### src/rtl/reset_seq_pkg.sv
// -----------------------------------------------------------------------------
// reset_seq_pkg
//   Shared types and constants for the staged reset sequencer.
//
//   seq_state_t : sequencer states
//                   ASSERT   - all domains held in reset; counting request-free hold
//                   DELAY    - spacing before the next domain is released
//                   WAIT_ACK - current domain released; waiting for its ack
//                   DONE     - every domain released and acked
//                   ERROR    - a domain failed to ack in time; all domains held
//   LED_*       : led_status encodings ({heartbeat/error, done})
//   led_done()  : led_status value in DONE for a given heartbeat phase
// -----------------------------------------------------------------------------
package reset_seq_pkg;

  typedef enum logic [2:0] {
    ASSERT   = 3'd0,
    DELAY    = 3'd1,
    WAIT_ACK = 3'd2,
    DONE     = 3'd3,
    ERROR    = 3'd4
  } seq_state_t;

  localparam logic [1:0] LED_OFF = 2'b00;
  localparam logic [1:0] LED_ERR = 2'b10;

  // In DONE, bit 0 is the solid "done" indication and bit 1 carries the
  // heartbeat phase.
  function automatic logic [1:0] led_done(input logic hb_phase);
    return {hb_phase, 1'b1};
  endfunction

endpackage : reset_seq_pkg

### src/rtl/sync_2ff.sv
// -----------------------------------------------------------------------------
// sync_2ff
//   Per-bit two-flop synchronizer for slow, level-type signals that are
//   asynchronous to clk. Both flop stages load RESET_VAL while reset is high,
//   so the synchronized output is at a known level during and right after
//   reset.
//
//   Parameters:
//     WIDTH     - number of independent bits
//     RESET_VAL - value loaded into both stages while reset is high
//
//   Ports:
//     clk    in   1      destination clock
//     reset  in   1      asynchronous, active-high reset
//     d      in   WIDTH  asynchronous input bits
//     q      out  WIDTH  synchronized bits, two clk edges after d
// -----------------------------------------------------------------------------
module sync_2ff #(
  parameter int   WIDTH     = 1,
  parameter logic RESET_VAL = 1'b0
) (
  input  logic             clk,
  input  logic             reset,
  input  logic [WIDTH-1:0] d,
  output logic [WIDTH-1:0] q
);

  // First stage may go metastable; only q is used downstream.
  logic [WIDTH-1:0] meta;

  always_ff @(posedge clk or posedge reset) begin
    if (reset) begin
      meta <= {WIDTH{RESET_VAL}};
      q    <= {WIDTH{RESET_VAL}};
    end else begin
      // NOTE: non-blocking so q takes the pre-edge value of meta; blocking
      // assignments here would collapse the two stages into one.
      meta <= d;
      q    <= meta;
    end
  end

endmodule : sync_2ff

### src/rtl/reset_sequencer.sv
// -----------------------------------------------------------------------------
// reset_sequencer
//   Staged reset controller between the board reset logic and the qsys_top
//   reset inputs. Reset requests from several sources are synchronized and
//   merged; once the merged request has been absent for HOLD_MIN cycles the
//   downstream domains are released one at a time in index order, each only
//   after the previous one has acknowledged. A missing ack (ACK_TIMEOUT != 0)
//   drops every domain back into reset and flags a sticky error until the
//   next request restarts sequencing.
//
//   Parameters:
//     NUM_REQ     - number of active-high reset request inputs
//     NUM_STAGES  - number of sequenced reset domains
//     HOLD_MIN    - request-free cycles before sequencing starts (>= 1)
//     STAGE_DELAY - cycles from previous ack (or hold end) to next release (>= 1)
//     ACK_TIMEOUT - max cycles to wait for a stage ack; 0 waits forever
//     HB_DIV      - LED heartbeat half-period in cycles (>= 1)
//     CNT_WIDTH   - counter width; must hold every count parameter
//
//   Ports:
//     clk            in   1           system clock (100 MHz)
//     reset          in   1           asynchronous, active-high (ninit_done)
//     rst_req        in   NUM_REQ     reset requests, asynchronous to clk
//     stage_ack      in   NUM_STAGES  per-domain ready acks, synchronous to clk
//     stage_reset_n  out  NUM_STAGES  active-low domain resets
//     seq_done       out  1           all domains released and acked
//     seq_error      out  1           ack timeout seen; cleared by next request
//     led_status     out  2           [0]=done, [1]=heartbeat (DONE) / 1 (ERROR)
//
//   Every output is a flop; no input reaches an output combinationally.
// -----------------------------------------------------------------------------
module reset_sequencer
  import reset_seq_pkg::*;
#(
  parameter int NUM_REQ     = 3,
  parameter int NUM_STAGES  = 3,
  parameter int HOLD_MIN    = 1000,
  parameter int STAGE_DELAY = 10000,
  parameter int ACK_TIMEOUT = 100000,
  parameter int HB_DIV      = 50000000,
  parameter int CNT_WIDTH   = 32
) (
  input  logic                  clk,
  input  logic                  reset,
  input  logic [NUM_REQ-1:0]    rst_req,
  input  logic [NUM_STAGES-1:0] stage_ack,
  output logic [NUM_STAGES-1:0] stage_reset_n,
  output logic                  seq_done,
  output logic                  seq_error,
  output logic [1:0]            led_status
);

  // ---------------------------------------------------------------------------
  // Local types and terminal counts
  // ---------------------------------------------------------------------------
  localparam int IDX_W = (NUM_STAGES > 1) ? $clog2(NUM_STAGES) : 1;

  typedef logic [CNT_WIDTH-1:0] cnt_t;
  typedef logic [IDX_W-1:0]     idx_t;

  localparam cnt_t CNT_MAX     = '1;
  localparam cnt_t HOLD_LAST   = cnt_t'(HOLD_MIN - 1);
  localparam cnt_t DELAY_LAST  = cnt_t'(STAGE_DELAY - 1);
  localparam bit   ACK_TMO_EN  = (ACK_TIMEOUT != 0);
  localparam cnt_t ACK_LAST    = cnt_t'(ACK_TMO_EN ? ACK_TIMEOUT - 1 : 0);
  localparam cnt_t HB_LAST     = cnt_t'(HB_DIV - 1);
  localparam idx_t IDX_LAST    = idx_t'(NUM_STAGES - 1);

  // The shared phase counter sticks at its maximum instead of wrapping, so a
  // very long wait can never alias back onto a terminal count.
  function automatic cnt_t sat_inc(input cnt_t value);
    return (value == CNT_MAX) ? value : value + cnt_t'(1);
  endfunction

  // ---------------------------------------------------------------------------
  // Request synchronization and merge
  // ---------------------------------------------------------------------------
  // Synchronizer flops reset to 1: every source reads as requesting while
  // reset is high and for two edges after, so the hold count always starts
  // from a clean request-free point.
  logic [NUM_REQ-1:0] req_sync;
  logic               req_any;

  sync_2ff #(
    .WIDTH     (NUM_REQ),
    .RESET_VAL (1'b1)
  ) u_req_sync (
    .clk   (clk),
    .reset (reset),
    .d     (rst_req),
    .q     (req_sync)
  );

  assign req_any = |req_sync;

  // ---------------------------------------------------------------------------
  // Sequencer state
  // ---------------------------------------------------------------------------
  seq_state_t state;
  cnt_t       cnt;     // hold / stage delay / ack wait, depending on state
  idx_t       idx;     // domain currently being released or acked
  cnt_t       hb_cnt;  // heartbeat divider, runs only in DONE
  logic       hb;      // heartbeat phase driven onto led_status[1]

  always_ff @(posedge clk or posedge reset) begin
    if (reset) begin
      state         <= ASSERT;
      cnt           <= '0;
      idx           <= '0;
      stage_reset_n <= '0;
      seq_done      <= 1'b0;
      seq_error     <= 1'b0;
      led_status    <= LED_OFF;
      hb_cnt        <= '0;
      hb            <= 1'b0;
    end else begin
      // Heartbeat is held cleared everywhere except DONE, which overrides.
      hb_cnt <= '0;
      hb     <= 1'b0;

      if (req_any) begin
        // A live request wins over every other transition and restarts the
        // whole chain, including recovery from ERROR.
        state         <= ASSERT;
        cnt           <= '0;
        idx           <= '0;
        stage_reset_n <= '0;
        seq_done      <= 1'b0;
        seq_error     <= 1'b0;
        led_status    <= LED_OFF;
      end else begin
        case (state)
          ASSERT: begin
            if (cnt == HOLD_LAST) begin
              state <= DELAY;
              cnt   <= '0;
            end else begin
              cnt <= sat_inc(cnt);
            end
          end

          DELAY: begin
            if (cnt == DELAY_LAST) begin
              // Earlier domains keep their release; only idx is added.
              stage_reset_n[idx] <= 1'b1;
              state              <= WAIT_ACK;
              cnt                <= '0;
            end else begin
              cnt <= sat_inc(cnt);
            end
          end

          WAIT_ACK: begin
            // An ack already high on the first WAIT_ACK cycle is taken, and
            // an ack arriving on the timeout cycle still wins.
            if (stage_ack[idx]) begin
              if (idx == IDX_LAST) begin
                state         <= DONE;
                stage_reset_n <= '1;
                seq_done      <= 1'b1;
                led_status    <= led_done(1'b0);
              end else begin
                idx   <= idx + idx_t'(1);
                state <= DELAY;
                cnt   <= '0;
              end
            end else if (ACK_TMO_EN && (cnt == ACK_LAST)) begin
              state         <= ERROR;
              stage_reset_n <= '0;
              seq_error     <= 1'b1;
              led_status    <= LED_ERR;
            end else begin
              cnt <= sat_inc(cnt);
            end
          end

          DONE: begin
            // Stage acks are ignored here; only req_any leaves DONE.
            if (hb_cnt == HB_LAST) begin
              hb         <= ~hb;
              led_status <= led_done(~hb);
            end else begin
              hb_cnt     <= hb_cnt + cnt_t'(1);
              hb         <= hb;
              led_status <= led_done(hb);
            end
          end

          ERROR: begin
            // Outputs were set on entry; wait here for a new request.
          end

          // NOTE: the enum leaves three encodings unused; falling back to a
          // fully reset ASSERT keeps a corrupted state from holding any
          // domain half-released.
          default: begin
            state         <= ASSERT;
            cnt           <= '0;
            idx           <= '0;
            stage_reset_n <= '0;
            seq_done      <= 1'b0;
            seq_error     <= 1'b0;
            led_status    <= LED_OFF;
          end
        endcase
      end
    end
  end

endmodule : reset_sequencer

### config.mk
export PLATFORM = sky130hd
export DESIGN_NAME = reset_sequencer
export DESIGN_NICKNAME = d
export VERILOG_FILES = /design/src/rtl/reset_seq_pkg.sv /design/src/rtl/sync_2ff.sv /design/src/rtl/reset_sequencer.sv
export SDC_FILE = /design/constraint.sdc
export NUM_CORES = 1
export LEC_CHECK = 0
export CORE_UTILIZATION = 44
export DETAILED_ROUTE_END_ITERATION = 10
export GPL_ROUTABILITY_DRIVEN = 0
export GPL_TIMING_DRIVEN = 0
export HOLD_SLACK_MARGIN = 0.03
export PLACE_DENSITY = 0.63
export SLEW_MARGIN = 20
export SYNTH_ARGS = -nofsm -noshare
export SYNTH_HDL_FRONTEND = slang
export SYNTH_SLANG_ARGS = --single-unit
### constraint.sdc
create_clock -name clk -period 3.4 [get_ports clk]
set_input_delay 1.02 -clock clk [delete_from_list [all_inputs] [get_ports clk]]
set_output_delay 1.02 -clock clk [all_outputs]
set_load 0.02 [all_outputs]
---- After elaboration in Yosys (flattened, before gate mapping) ----
Cells that the tools add are included.
storage, ports and cells
  register bits after elaboration ......... 83
  output and inout port bits .............. 7
  logic and storage cells ................. 107
cells by class
  add/sub/neg operators ................... 3
  order comparisons ....................... 2
  equality and inequality tests ........... 26
  multiplexer cells ....................... 49
  bitwise logic cells ..................... 2
  reduce and logical (&&, ||, !) cells .... 14
operator list
  cell                                                    count
  two-way mux 32 bit                                      10
  one-hot mux 32 bit (4 select lines)                     1
  adder 32 x 1 -> 32 bit (second input constant)          2
  == test 32 x 10 -> 1 bit (second input constant)        1
  == test 32 x 14 -> 1 bit (second input constant)        1
  == test 32 x 17 -> 1 bit (second input constant)        1
  == test 32 x 26 -> 1 bit (second input constant)        1
  == test 32 bit (second input constant)                  1
  two-way mux 3 bit                                       10
  inequality test 3 bit (second input constant)           8
  two-way mux 2 bit                                       9
  inequality test 4 bit (second input constant)           4
  AND reduction 3 bit                                     5
  one-hot mux 3 bit (4 select lines)                      1
  two-way mux 1 bit                                       11
  one-hot mux 3 bit (3 select lines)                      1
  OR reduction 3 bit                                      3
  inequality test 2 x 1 -> 1 bit (second input constant)  4
  AND reduction 4 bit                                     2
  == test 3 x 2 -> 1 bit (second input constant)          2
  one-hot mux 2 bit (3 select lines)                      1
  one-hot mux 1 bit (2 select lines)                      2
  one-hot mux 2 bit (2 select lines)                      1
  OR reduction 4 bit                                      1
  other kinds (13)                                        13

---- Longest topological paths before layout ----
  word-level depth ........................ 8
  gate-level depth with buffers ........... 9
  mapped depth without buffers ............ 7

---- Modules after synthesis ----
A second synthesis with hierarchy kept.
unflattened totals
  cell total of the unflattened synthesis .. 485
  area, all modules ....................... 4480.5 um^2
modules (own cells, without submodules)
  module           times used  cells an instance  area an instance (um^2)
  reset_sequencer  1           478                4319.1
  sync_2ff         1           7                  161.4

---- Worst setup path before layout ----
OpenSTA, ideal clock, no wires.
  kind .................................... input -> register
  from .................................... in stage_ack[1]
  to ...................................... reg cnt[22]
  library setup time ...................... 0.079 ns
  arrival time ............................ 2.527 ns
  data required time ...................... 3.321 ns
  setup slack ............................. 0.793 ns
  cell stages on the path ................. 6
  path buffers ............................ 0
  path through ............................ mux2i_1 > o21ai_2 > a21oi_2 > o211ai_4 > or4_2 > a21oi_1
on the way
  longest elaborated chain between the ends .. 5
  elaborated cells on any way between the ends .. 8
  those cells by class .................... eq/ne: 2; mux: 5; reduce/logical: 1
ends and longest elaborated chain
  what                                         RTL line                text
  start: declaration                           reset_sequencer.sv:46   input logic [NUM_STAGES-1:0] stage_ack,
  binary-select mux 1 bit (select 2 bit) (*)   reset_sequencer.sv:156  if (stage_ack[idx]) begin
  two-way mux 1 bit (implied by the code) (*)  reset_sequencer.sv:156
  two-way mux 32 bit                           reset_sequencer.sv:156
  one-hot mux 32 bit (4 select lines)          reset_sequencer.sv:132  case (state)
  two-way mux 32 bit                           reset_sequencer.sv:121  if (req_any) begin
  end signal: assignment                       reset_sequencer.sv:138  cnt <= sat_inc(cnt);
  end signal: assignment                       reset_sequencer.sv:149  cnt <= sat_inc(cnt);
  end signal: assignment                       reset_sequencer.sv:173  cnt <= sat_inc(cnt);
  end: declaration                             reset_sequencer.sv:100  cnt_t cnt;
Every way passes the cells marked *; elsewhere a longest branch is shown, timed or not. The select of a mux whose other input is x is not followed.
A chain may end at the register's enable or synchronous reset.

---- Worst setup path in the final report ----
  from .................................... in stage_ack[1]
  to ...................................... reg cnt[27]
The elaborated chain is that of the path after synthesis.

==> run metrics <==
Synth area leader=dfrtp_1; drt drc=0; multi-input logic area=2360 µm²; crit path max-delay cell type=clkbuf_1; Initial Util=0.463; Post-Synth XOR/XNOR Area=0.0837; share of Yosys cell area claimed by the top area cell type=0.418; post-CTS setup buffer count=0; simple-gate portion of the synthesized area=0.300; CTS Root Cell=clkbuf_8; sequential share of the synthesized area=0.452; CTS H-tree lvls=3; Req. time, crit path=3.61 ns; Resize count post-CTS=0; Die Wd=104 µm; CP max FO=10; clock transition at the registers of the reported paths=0.09 ns; clk buf depth=2; startpoint types=primary input; largest net degree at the start of global routing=44; final setup skew=0.0174 ns; dpl hpwl=6.98 mm; Sinks on Clock Net=83; Crit Path Class=primary input to register; Worst Tran Pin Value=0.691 ns; vias=3658; family with the most delay on the worst path=compound AO/OA/AOI/OAI gates; CORE AREA=9950 µm²; Nets=526; net count after synthesis=500; Post-Layout Cell Count=650; fmax=0.304 GHz; status=finished, final reports clean; cell area after synthesis=4610 µm²; power per cell area=340 nW/µm²; worst r2r src=idx[0]; FILL cells=916; LEAKAGE=1.95 nW; min-delay src=u_req_sync.meta[0]; crit share post-route=0.967; number of flops mapped to enable cells by yosys=0; Worst Path Arrival=3.49 ns; Num CTS Buffers=9; critical path endpoint category=register; final setup vio count=0; Tot GR Track Use=0.194; ys flop type=dfrtp_1; complex-gate fraction of the synthesized area=0.0937; critical-path cell list=clkdlybuf4s50_1, mux2i_1, o21ai_2, a31oi_1, a22o_1, a21oi_1, clkbuf_1, nor3_1; mux cell area share after synthesis=0.0174; syn avg cell area=9.48 µm²; Max-cap violations=0; crit path launch=stage_ack[1]; Register Area=2080 µm²; Syn Inst Count=486; vias in the first global route=3713; IO buf count=14; yosys warns=0; die span in y=104 µm; post-route ant nets=0; initial antenna violation count=0; Clock Latency Late Sink=0.36 ns; DR pass1 iterations=4; VDD IR max=0.151 mV; WHS=0.360 ns; I/O pin total=15; Synth area leaders=dfrtp_1 (42%), nor2_1 (5.5%), xnor2_1 (5.1%); FF+latch count, synth=83; Final min period=3.29 ns; CTS tree=built; fin. max-slew vios=0; DRT Wirelength=9.78 mm; Layout area overhead=11.1%; CP bufs+invs=2; post-synthesis cell type count=62; Via-to-Cell Ratio=5.63; unrepaired setup endpoints after global routing=false; DP Cell Count=634; Worst Hold Class=register to register; Slew HR=0.536; ant diodes=0; grt ovf=0; DIE AREA=10900 µm²; share of cells above drive strength 1=0.110; first-pass GRT wire length=17.3 mm; adder-cell share of the synthesized area=0.0163; Cell Rows=36; WL/cell=15.0 µm; Final Hold Violating Endpoints=0; drt initial violations=168; Async SR Flop Fraction=1.00; largest family of logic cells by synthesized area=simple AND/OR/NAND/NOR gates; CTS Hold Bufs=0; Max stage delay on crit path=0.50 ns
[cell families (layout without fill, tap and decap cells)]
| kind of cell | after synthesis | after routing |
|---|---|---|
| adders and majority gates | 6 | 6 |
| xor gates and xnor gates | 44 | 44 |
| muxes | 8 | 8 |
| and+or+nand+nor | 248 | 248 |
| AOI/OAI and AO/OA | 65 | 65 |
| DFF | 83 | 83 |
| buffers and inverters | 32 | 63 |
[report_power, final]
group,total (mW),leakage [nW],internal [mW],switching (mW)
registers,1.00,1.14,0.997,0.00556
logic,0.0747,0.728,0.0253,0.0494
clock network,0.664,0.0837,0.273,0.392
total,1.74,1.95,1.29,0.447
[placed cells by master, fill, tap and decap left out, drive strengths merged, types with 3 or more instances in the layout]
cell type      netlist  final
nand2               34     34
and3                13     13
clkdlybuf4s50        0     14
nand4               15     15
and4                 9      9
nor2                67     67
o211ai               3      3
nor3                22     22
xor2                17     17
or2                  5      5
buf                  9     10
nor4                15     15
nand3               29     29
mux2i                8      8
a21oi               19     19
or4                  3      3
nand3b               3      3
or3                 10     10
dfrtp               77     77
ha                   6      6
xnor2               27     27
clkbuf               9     19
and2                 6      6
inv                 14     17
dfstp                6      6
o21a                 6      6
a211oi               4      4
a31oi                3      3
o21ai               15     15
nor4b                4      4
[final timing paths]
kind,endpoint,slack [ns],depth (start not counted)
setup reg to reg,cnt[27],0.74,7
min in group asynchronous,cnt[3],1.06,2
max in group asynchronous,u_req_sync.meta[1],1.66,3
hold reg to reg,u_req_sync.q[0],0.36,0
setup / recovery,cnt[27],0.11,8
hold / removal,u_req_sync.q[0],0.36,0
[synth_stat cells (2+ instances only)]
master	count
a2111oi_0	2
a211oi_1	4
a21oi_1	18
a31oi_1	3
a32oi_1	2
and2_1	6
and3_1	13
and4_1	9
and4b_1	2
buf_1	2
buf_6	6
clkbuf_1	9
dfrtp_1	77
dfstp_2	6
ha_1	6
inv_1	14
mux2i_1	8
nand2_1	33
nand2b_1	2
nand3_1	29
nand3b_1	3
nand4_1	15
nor2_1	67
nor2b_1	2
nor3_1	17
nor3_2	4
nor3b_1	2
nor4_1	14
nor4b_1	3
o211ai_1	2
o21a_1	6
o21ai_0	14
o22ai_1	2
o31ai_1	2
or2_2	4
or3_1	5
or3_2	5
or4_4	2
xnor2_1	27
xor2_1	17
[layout make-up]
type / instances / area share
inverters: 14 / 0.0108
repair buffers: 15 / 0.0313
clock buffers: 10 / 0.0249
clock inverters: 6 / 0.00905
flip-flops and latches: 83 / 0.407
multi-input cells: 371 / 0.462
well taps: 133 / 0.0325
plain buffers: 18 / 0.0223
[metrics by stage]
step	area, µm²	setup slack [ns]	util	power, mW	TNS [ns]
after CTS	5110	0.169	0.513	1.76	0
after global routing	5120	0.00986	0.514	1.81	0
after floorplan	4610	0.253	-	1.07	0
after detailed placement	4940	-0.202	0.496	1.10	-4.12
after global placement	4910	-1.16	0.494	1.09	-94.35
final	5120	0.112	0.514	1.74	0
[worst reg2reg max path, delay by kind of cell (launching register included)]
family	cells	cell delay (ns)
buffers and inverters	1	0.50
and+or+nand+nor	1	0.13
AOI/OAI and AO/OA	4	1.27
muxes	1	0.18
DFF	1	0.44
[routing by layer]
layer  wire [µm]  part of all wire  GRT usage
met1        4620              0.47      0.257
met4         167             0.017     0.0776
met2        4660              0.48      0.318
met3         332             0.034     0.0294
met5           0                 0          0
[flip-flops by register name, summed over array words and instances, names as in the netlist]
| signal | flops |
|---|---|
| hb | 1 |
| led_status | 2 |
| seq_done | 1 |
| u_req_sync.q | 3 |
| u_req_sync.meta | 3 |
| idx | 2 |
| hb_cnt | 32 |
| stage_reset_n | 3 |
| cnt | 32 |
| seq_error | 1 |
| state | 3 |
No activity file was read; power rests on OpenSTA's default activity.
